$ cat src/rtl/ram_loader_ctrl_pkg.sv
`default_nettype none
// ============================================================================
// Module      : ram_loader_ctrl_pkg
// Description : Shared types and sizes for the RAM program loader.
// Revision    : 1.0 - initial release
// ============================================================================
package ram_loader_ctrl_pkg;

    localparam int RAM_DEPTH = 16;
    localparam int ADDR_W    = 4;
    localparam int DATA_W    = 8;

    typedef enum logic [2:0] {
        S_IDLE      = 3'd0,
        S_WAIT_BYTE = 3'd1,
        S_LOAD_MAR  = 3'd2,
        S_WRITE     = 3'd3,
`ifdef RAM_LOADER_VERIFY_EN
        S_V_MAR     = 3'd4,
        S_V_READ    = 3'd5,
`endif
        S_DONE      = 3'd6
    } state_t;

endpackage
`default_nettype wire

$ cat src/rtl/ram_loader_checksum.sv
`default_nettype none
// ============================================================================
// Module      : ram_loader_checksum
// Description : 8-bit modulo-256 accumulator with clear and add.
// Revision    : 1.0 - initial release
// ============================================================================
module ram_loader_checksum
    import ram_loader_ctrl_pkg::*;
(
    input  logic              clk,
    input  logic              rst,
    input  logic              i_clear,
    input  logic              i_add,
    input  logic [DATA_W-1:0] i_data,
    output logic [DATA_W-1:0] o_sum,
    output logic [DATA_W-1:0] o_sum_nxt
);

    logic [DATA_W-1:0] r_sum;

    // Sum including the current operand, so callers can compare on the final add.
    assign o_sum_nxt = r_sum + i_data;
    assign o_sum     = r_sum;

    always_ff @(posedge clk) begin
        if (rst || i_clear) begin
            r_sum <= '0;
        end else if (i_add) begin
            r_sum <= o_sum_nxt;
        end
    end

endmodule
`default_nettype wire

$ cat src/rtl/ram_loader_ctrl.sv
`default_nettype none
// ============================================================================
// Module      : ram_loader_ctrl
// Description : Loads a 16-byte program into RAM over a shared bus.
//               Define RAM_LOADER_VERIFY_EN for readback checksum verification.
// Revision    : 1.0 - initial release
// ============================================================================
module ram_loader_ctrl
    import ram_loader_ctrl_pkg::*;
(
    input  logic              clk,
    input  logic              clr,
    input  logic              start,
    input  logic              byte_valid,
    input  logic [DATA_W-1:0] byte_data,
    output logic              byte_ready,
    output logic [DATA_W-1:0] bus_out,
    output logic              bus_drive,
    input  logic [DATA_W-1:0] ram_bus_in,
    output logic              load_mar_reg_n,
    output logic              prog_mode,
    output logic              control_signal,
    output logic              bus_enable_n,
    output logic              busy,
    output logic              done,
    output logic              error,
    output logic [ADDR_W-1:0] addr
);

    localparam logic [ADDR_W-1:0] c_ADDR_LAST = ADDR_W'(RAM_DEPTH - 1);

    state_t            r_state;
    state_t            w_state_nxt;
    logic [ADDR_W-1:0] r_addr;
    logic [DATA_W-1:0] r_byte;
    logic              w_start;
    logic              w_hs;
    logic              w_addr_inc;
    logic [DATA_W-1:0] w_wr_sum;
    logic [DATA_W-1:0] w_unused_wr_nxt;

    assign w_start = start && ((r_state == S_IDLE) || (r_state == S_DONE));
    assign w_hs    = (r_state == S_WAIT_BYTE) && byte_valid;
    assign addr    = r_addr;

`ifdef RAM_LOADER_VERIFY_EN
    // In verify mode the address wraps to 0 after the last write.
    assign w_addr_inc = (r_state == S_WRITE) ||
                        ((r_state == S_V_READ) && (r_addr != c_ADDR_LAST));
`else
    assign w_addr_inc = (r_state == S_WRITE) && (r_addr != c_ADDR_LAST);
`endif

    always_ff @(posedge clk) begin
        if (clr) begin
            r_state <= S_IDLE;
        end else begin
            r_state <= w_state_nxt;
        end
    end

    always_comb begin
        w_state_nxt = r_state;
        case (r_state)
            S_IDLE, S_DONE: begin
                if (start) w_state_nxt = S_WAIT_BYTE;
            end
            S_WAIT_BYTE: begin
                if (byte_valid) w_state_nxt = S_LOAD_MAR;
            end
            S_LOAD_MAR: w_state_nxt = S_WRITE;
            S_WRITE: begin
                if (r_addr != c_ADDR_LAST) begin
                    w_state_nxt = S_WAIT_BYTE;
                end else begin
`ifdef RAM_LOADER_VERIFY_EN
                    w_state_nxt = S_V_MAR;
`else
                    w_state_nxt = S_DONE;
`endif
                end
            end
`ifdef RAM_LOADER_VERIFY_EN
            S_V_MAR:  w_state_nxt = S_V_READ;
            S_V_READ: w_state_nxt = (r_addr == c_ADDR_LAST) ? S_DONE : S_V_MAR;
`endif
            default:  w_state_nxt = S_IDLE;
        endcase
    end

    always_ff @(posedge clk) begin
        if (clr) begin
            r_addr <= '0;
            r_byte <= '0;
        end else begin
            if (w_start) begin
                r_addr <= '0;
            end else if (w_addr_inc) begin
                r_addr <= r_addr + 1'b1;
            end
            if (w_hs) begin
                r_byte <= byte_data;
            end
        end
    end

    // Moore output decode; read enable and bus drive live in disjoint states.
    always_comb begin
        byte_ready     = 1'b0;
        bus_drive      = 1'b0;
        bus_out        = '0;
        load_mar_reg_n = 1'b1;
        control_signal = 1'b0;
        bus_enable_n   = 1'b1;
        prog_mode      = 1'b1;
        busy           = 1'b1;
        done           = 1'b0;
        case (r_state)
            S_IDLE: begin
                prog_mode = 1'b0;
                busy      = 1'b0;
            end
            S_DONE: begin
                prog_mode = 1'b0;
                busy      = 1'b0;
                done      = 1'b1;
            end
            S_WAIT_BYTE: byte_ready = 1'b1;
`ifdef RAM_LOADER_VERIFY_EN
            S_LOAD_MAR, S_V_MAR: begin
`else
            S_LOAD_MAR: begin
`endif
                bus_drive      = 1'b1;
                bus_out        = {{(DATA_W-ADDR_W){1'b0}}, r_addr};
                load_mar_reg_n = 1'b0;
            end
            S_WRITE: begin
                bus_drive      = 1'b1;
                bus_out        = r_byte;
                control_signal = 1'b1;
            end
`ifdef RAM_LOADER_VERIFY_EN
            S_V_READ: bus_enable_n = 1'b0;
`endif
            default: ;
        endcase
    end

    ram_loader_checksum u_wr_sum (
        .clk       (clk),
        .rst       (clr),
        .i_clear   (w_start),
        .i_add     (r_state == S_WRITE),
        .i_data    (r_byte),
        .o_sum     (w_wr_sum),
        .o_sum_nxt (w_unused_wr_nxt)
    );

`ifdef RAM_LOADER_VERIFY_EN
    logic [DATA_W-1:0] w_rd_sum_nxt;
    logic [DATA_W-1:0] w_unused_rd_sum;
    logic              r_error;

    ram_loader_checksum u_rd_sum (
        .clk       (clk),
        .rst       (clr),
        .i_clear   (w_start),
        .i_add     (r_state == S_V_READ),
        .i_data    (ram_bus_in),
        .o_sum     (w_unused_rd_sum),
        .o_sum_nxt (w_rd_sum_nxt)
    );

    always_ff @(posedge clk) begin
        if (clr || w_start) begin
            r_error <= 1'b0;
        end else if ((r_state == S_V_READ) && (r_addr == c_ADDR_LAST)) begin
            r_error <= (w_rd_sum_nxt != w_wr_sum);
        end
    end

    assign error = r_error;
`else
    logic w_unused_ok;
    assign w_unused_ok = ^{ram_bus_in, w_wr_sum};
    assign error       = 1'b0;
`endif

endmodule
`default_nettype wire

$ cat config.mk
export PLATFORM = sky130hd
export DESIGN_NAME = ram_loader_ctrl
export DESIGN_NICKNAME = d
export VERILOG_FILES = /design/src/rtl/ram_loader_ctrl_pkg.sv /design/src/rtl/ram_loader_checksum.sv /design/src/rtl/ram_loader_ctrl.sv
export SDC_FILE = /design/constraint.sdc
export NUM_CORES = 1
export LEC_CHECK = 0
export BUFFER_PORTS_ARGS = -buffer_cell sky130_fd_sc_hd__buf_2
export CAP_MARGIN = 20
export CORE_MARGIN = 4
export CORE_UTILIZATION = 48
export DETAILED_ROUTE_END_ITERATION = 7
export MAX_ROUTING_LAYER = met4
export PLACE_DENSITY_LB_ADDON = 0.08
export SYNTH_ARGS = -nofsm -noshare
export SYNTH_HDL_FRONTEND = slang
export SYNTH_SLANG_ARGS = --single-unit
$ cat constraint.sdc
create_clock -name clk -period 3.5 [get_ports clk]
set_input_delay 0.7 -clock clk [delete_from_list [all_inputs] [get_ports clk]]
set_output_delay 0.7 -clock clk [all_outputs]
set_load 0.01 [all_outputs]
==> results of run 1 <==
[placed cells by master (no fill, tap or decap)]
master	instances
a2111oi_2	1
a211oi_1	1
a21oi_1	5
a22o_2	1
a31oi_1	1
a41oi_1	1
and2_1	4
and3_1	3
and4bb_2	1
buf_2	30
clkbuf_4	3
clkinv_2	1
conb_1	2
dfxtp_1	15
ha_1	1
inv_1	5
mux2i_1	12
nand2_1	4
nand3_1	1
nand3b_1	1
nand3b_4	1
nor2_1	13
nor2b_1	2
nor3_1	4
o211a_1	1
o21ai_0	3
o41ai_4	1
or2_2	1
or2b_1	1
or3_1	2
[per-stage QoR]
stage / utilization (%) / worst slack (ns)
after floorplan: - / 1.60
after global placement: 57.2 / 1.43
after detailed placement: 57.2 / 1.38
after CTS: 58.8 / 1.05
after global routing: 58.8 / 0.923
final: 58.8 / 1.09
[critical path, delay by kind of cell, from the launching register on]
family | cells | cell delay [ns]
buf+inv | 2 | 0.27
flops | 1 | 0.55
simple gates | 2 | 0.61
[registers in the layout, indices dropped and copies added (netlist names)]
register / cells
r_byte: 8
addr: 4
r_state: 3
[worst paths after layout]
check,start,endpoint,cells after the start
setup / recovery,r_state[2]$_SDFFE_PP0P_,prog_mode,4
hold / removal,r_byte[4]$_SDFFE_PP0P_,r_byte[4]$_SDFFE_PP0P_,2
setup reg to reg,r_state[0]$_SDFFE_PP0P_,r_byte[6]$_SDFFE_PP0P_,3
hold reg to reg,r_byte[4]$_SDFFE_PP0P_,r_byte[4]$_SDFFE_PP0P_,2
[area by class of cell]
class | instances | area [sq um] | share of cell area [%]
sequential | 15 | 300 | 29.9
tap | 25 | 31.3 | 3.11
timing repair buffer | 30 | 150 | 14.9
clock inverter | 1 | 5.00 | 0.498
multi-input combinational | 68 | 477 | 47.4
clock buffer | 3 | 22.5 | 2.24
inverter | 5 | 18.8 | 1.87
[power by group through the flow]
stage	clock, mW	combinational (mW)	sequential (mW)
2_1_floorplan	0	0.0480	0.184
3_3_place_gp	0	0.0517	0.191
3_5_place_dp	0	0.0528	0.192
4_1_cts	0.107	0.0528	0.188
5_1_grt	0.113	0.0588	0.189
6_report	0.102	0.0522	0.188
[logic make-up after synthesis]
logic type / synth area share (%)
and+or+nand+nor: 24.5
DFF: 34.8
AOI/OAI and AO/OA: 14.5
other: 0.871
muxes: 13.9
adders and majority gates: 1.45
buffers and inverters: 9.87
[routing by layer]
metal,vias up,wire (um)
met3,2,126
met1,343,872
met5,-,0
met4,0,21
li1,374,-
met2,25,876
[synthesized netlist by cell type]
| cell | instances | area, sq um |
|---|---|---|
| or2_2 | 1 | 6.26 |
| a31oi_1 | 1 | 6.26 |
| nand3b_1 | 1 | 7.51 |
| a211oi_1 | 1 | 7.51 |
| buf_2 | 1 | 5.00 |
| or2b_1 | 1 | 7.51 |
| nor2_1 | 13 | 48.8 |
| dfxtp_1 | 15 | 300 |
| o41ai_4 | 1 | 27.5 |
| and4bb_2 | 1 | 12.5 |
| a2111oi_2 | 1 | 15.0 |
| a41oi_1 | 1 | 8.76 |
| and3_1 | 3 | 18.8 |
| a22o_2 | 1 | 10.0 |
| clkbuf_2 | 1 | 5.00 |
| buf_4 | 4 | 30.0 |
| nand3b_4 | 1 | 20.0 |
| or3_1 | 2 | 12.5 |
| a21oi_1 | 5 | 25.0 |
| nor2b_1 | 2 | 12.5 |
| nand2_1 | 4 | 15.0 |
| inv_1 | 5 | 18.8 |
| o211a_1 | 1 | 10.0 |
| and2_1 | 4 | 25.0 |
| nor3_1 | 4 | 20.0 |
| nand3_1 | 1 | 5.00 |
| ha_1 | 1 | 12.5 |
| o21ai_0 | 3 | 15.0 |
| buf_6 | 2 | 22.5 |
| conb_1 | 2 | 7.51 |
| clkbuf_1 | 1 | 3.75 |
| mux2i_1 | 12 | 120 |
==> results.cfg, run 1 <==
[floorplan]
initial_core_util_pct = 50.5
coreArea_sq_um = 1710
pin_count = 41
die_w_um = 50.4
placementRows = 15
die_h_um = 50.4
dieArea_sq_um = 2540

[clocking]
cts_buffers = 3
clockBufferDepth = 2
insertion_delay_ns = 0.29
cts_tree = built
clkSinkCount = 15
cts_resized = 0
root_buffer = clkbuf_4
cts_setup_buffers = 0
hold_buffers = 0
h-tree-depth = 1
path_clk_slew_ns = 0.10

[power_and_ir_drop]
p_total_uw = 342
clkPwrFrac_pct = 29.7
combPwrFrac_pct = 15.3
p_int_uw = 245
seqPwrFrac_pct = 55.0
power.density_nw_per_um2 = 340
swShare_pct = 28.3
netSwitchingPower_uw = 96.6
ir_drop_mv = 0.281
p_leak_nw = 0.511

[global_route]
grt.met3_usage_pct = 3.86
use_met1_pct = 21.1
grt_overflow = 0
busiest_layer = met2
grt_antenna_before_repair = 0
grt.total_usage_pct = 17.4
grt_max_degree = 15
grt_pass1_vias = 733
grt_pass1_wl_um = 3280
met2_usage_pct = 27.4

[placement]
gp_congestion = 0.791
dp_hpwl_um = 1360
place.port_buffers = 30
placed_cell_area_sq_um = 977
post-place-cells = 143

[critical_path]
critPathKind = reg2out
crit_chain = or2b_1 -> inv_1 -> or3_1 -> buf_2
slowest_stage = dfxtp_1
max_stage_delay_ns = 0.55
crit_arrival_ns = 1.71
required_ns = 2.80
cp-end-kind = output pin
start_kind = flip-flop
path_max_fanout = 11
rrSetupSlack_ns = 1.79

[timing]
min_period_ns = 2.41
holdWs_ns = 0.501
slew_viol_final = 0
max_freq_ghz = 0.415
rsz0062_at_grt = false
hold_viol_final = 0
period_share_pct = 68.9
skew_ns = 0.00507
tns_ns = 0
setup_viol = 0
max_slew_margin_pct = 56.9
tightest_slew_ns = 0.646

[finish]
final_cells = 147
area_growth_pct = 16.5
drive_above_1_share_pct = 32.8
final_nets = 144
num-fill-cells = 162
postLayoutCellArea_sq_um = 1000
antennaDiodeCount = 0

[synthesis]
avgSynthCellArea_sq_um = 8.89
netlist_instances = 97
seq_area_frac_synth_pct = 34.8
syn_nets = 118
yosysWarnings = 0
ys_ff_latch = 15
synthesis.area_sq_um = 862
yosysUniqueCellTypes = 32

[run]
max_cap_viol_count = 0

[drt]
vias = 744
dr.pass1.iters = 4
wl_per_cell_um = 12.9
detail-route-antenna-nets = 0
route.detailed.drc = 0
drt-total-wl_um = 1900
avgViaCountPerCell = 5.06
drt_iter0_markers = 11

[min_path]
hold_class = reg2reg

[run_status]
outcome = finished clean
No activity file was read; power rests on OpenSTA's default activity.
==> run 2, diff against run 1 <==
ABC_AREA = 1   (was default)
CORE_UTILIZATION = 44   (was 48)
clock period = 2.45 ns   (was 3.5 ns; I/O delays follow)
==> run 2 against run 1 <==
Against the previous run: setup slack worse by 0.53 ns; cell count is 15% higher; sequential power is 74% higher; critical path depth is 2 higher; non-clock buffer count stayed put; clock skew is 0.0035 ns higher; combinational power grew to 7.9 times the previous value; flip-flop and latch count stayed put; sequential share of layout area is 0.84 points higher; total power grew to 2.6 times the previous value; synthesized cell count is 19% higher; largest power group is now combinational cells.
==> results.cfg, run 2 <==
[timing]
rsz0062_at_grt = false
tns_ns = 0
period_share_pct = 77.1
max_freq_ghz = 0.529
skew_ns = 0.00852
min_period_ns = 1.89
setup_viol = 0
slew_viol_final = 0
hold_viol_final = 0
holdWs_ns = 0.454

[drt]
drt-total-wl_um = 1620
route.detailed.drc = 0
m1WireLength_um = 685
top_layer_used = met4
avgViaCountPerCell = 4.44
drt_iter0_markers = 6
route.met2.wl_um = 800
dr.pass1.iters = 2
wl_per_cell_um = 9.60
vias = 751
detail-route-antenna-nets = 0
met3_length_um = 125

[synthesis]
synth_top_area_share_pct = 37.2
synthTopCellsByCount = inv_1, nand2_1, dfxtp_1, nor2_1, a21oi_1
yosysMostFrequentCell = inv_1
synth-simple-area-share_pct = 24.6
yosys-top-cells-area = dfxtp_1, inv_1, nand2_1, a21oi_1, nor2_1
synth_top_family_by_area = simple AND/OR/NAND/NOR gates
synthMuxAreaShare_pct = 0
synth_area_leader_cell = dfxtp_1
avgSynthCellArea_sq_um = 7.03
synthAdderAreaFrac_pct = 1.55
seq_area_frac_synth_pct = 37.2
synth_xor_area_share_pct = 1.08
syn_nets = 136
synthArstFlopShare_pct = 0
netlist_instances = 115
ys_ff_latch = 15
synth-compound-area-share_pct = 18.3
yosysUniqueCellTypes = 23
synth_edf_count = 0
yosysWarnings = 0
synthesis.area_sq_um = 808
synthFlopType = dfxtp_1

[clocking]
cts_setup_buffers = 0
h-tree-depth = 1
root_buffer = clkbuf_4
cts_resized = 0
cts_buffers = 3
clkSinkCount = 15
cts_tree = built
path_clk_slew_ns = 0.09
insertion_delay_ns = 0.29
clockBufferDepth = 2
hold_buffers = 0

[critical_path]
cp.buffers_inverters = 3
cp-end-kind = output pin
crit_arrival_ns = 1.40
required_ns = 1.96
crit_chain = inv_1 -> nand2_2 -> nor2_4 -> inv_2 -> o21ai_0 -> buf_2
max_stage_delay_ns = 0.34
start_kind = flip-flop
cp_top_family = buffers and inverters
slowest_stage = dfxtp_1
path_max_fanout = 8
critPathKind = reg2out

[finish]
final_nets = 166
regMostFlops = r_byte
area_growth_pct = 20.9
antennaDiodeCount = 0
layout_commonest_cell = buf_2
drive_above_1_share_pct = 34.7
num-fill-cells = 191
final_cell_mix = buf_2, inv_1, nand2_1
largest_register_ff_count = 8

[floorplan]
die_w_um = 50.9
placementRows = 15
initial_core_util_pct = 46.8
dieArea_sq_um = 2590
coreArea_sq_um = 1730
die_h_um = 50.9
pin_count = 41

[run_status]
outcome = finished clean

[global_route]
grt_antenna_before_repair = 0
grt_max_degree = 17
grt_pass1_vias = 714
grt_pass1_wl_um = 2840
grt.total_usage_pct = 14.8
grt_overflow = 0

[power_and_ir_drop]
combPwrFrac_pct = 46.8
clkPwrFrac_pct = 16.1
seqPwrFrac_pct = 37.1
swShare_pct = 42.9
ir_drop_mv = 0.435
p_int_uw = 503
p_total_uw = 880
p_leak_nw = 0.490
netSwitchingPower_uw = 377
power.density_nw_per_um2 = 900

[placement]
place.port_buffers = 30
gp_congestion = 0.796
dp_hpwl_um = 1300

[min_path]
hold_class = reg2reg

[run]
max_cap_viol_count = 0
-- run 2: cell count changes after synthesis, sizes merged, moves of 6 or more --
cell and change:
nand2 +19, inv +18, mux2i -12, o21ai +8, a21oi +6
-- run 2: power by group through the flow --
stage | clock network (mW) | registers (mW) | logic, mW
3_5_place_dp | 0 | 0.333 | 0.416
5_1_grt | 0.162 | 0.333 | 0.469
2_1_floorplan | 0 | 0.328 | 0.334
6_report | 0.141 | 0.327 | 0.412
3_3_place_gp | 0 | 0.330 | 0.410
4_1_cts | 0.148 | 0.327 | 0.418
-- run 2: final timing paths --
kind | from | endpoint | slack, ns | cells past startpoint
worst min-delay path | r_byte[1]$_SDFFE_PP0P_ | r_byte[1]$_SDFFE_PP0P_ | 0.45 | 2
worst min register to register | r_byte[1]$_SDFFE_PP0P_ | r_byte[1]$_SDFFE_PP0P_ | 0.45 | 2
worst max register to register | addr[1]$_SDFFE_PP0P_ | r_state[0]$_SDFFE_PP0P_ | 1.18 | 8
worst max-delay path | r_state[2]$_SDFFE_PP0P_ | bus_out[1] | 0.56 | 6
-- run 2: cell type report --
class | instances | area, sq um | share of cell area (%)
Clock buffer | 4 | 26.3 | 2.69
Inverter | 24 | 93.8 | 9.60
Sequential cell | 15 | 300 | 30.7
Tap cell | 25 | 31.3 | 3.20
Multi-Input combinational cell | 71 | 375 | 38.4
Timing Repair Buffer | 30 | 150 | 15.4
-- run 2: metal layers --
metal / vias up / track usage, %
li1: 409 / -
met1: 318 / 16.8
met2: 22 / 24.8
met3: 2 / 6.12
met4: 0 / 2.69
met5: - / -
-- run 2: cells by family after synthesis --
group,count (synthesis)
xor gates and xnor gates,1
adders and majority gates,1
AOI/OAI and AO/OA,25
and+or+nand+nor,42
DFF,15
other,2
buffers and inverters,29
-- run 2: metrics by stage --
step / worst slack, ns / instance area, sq um / util (%) / cells
floorplan: 0.951 / 808 / - / 115
global placement: 0.879 / 951 / 55.1 / 165
detailed placement: 0.867 / 951 / 55.1 / 165
CTS: 0.529 / 977 / 56.6 / 169
global route: 0.438 / 977 / 56.6 / 169
finish: 0.560 / 977 / 56.6 / 169
-- run 2: tightest hold or removal path, cell delays in order (launching register included) --
cell and delay [ns]:
dfxtp_1 0.30, inv_1 0.05, a21oi_1 0.05
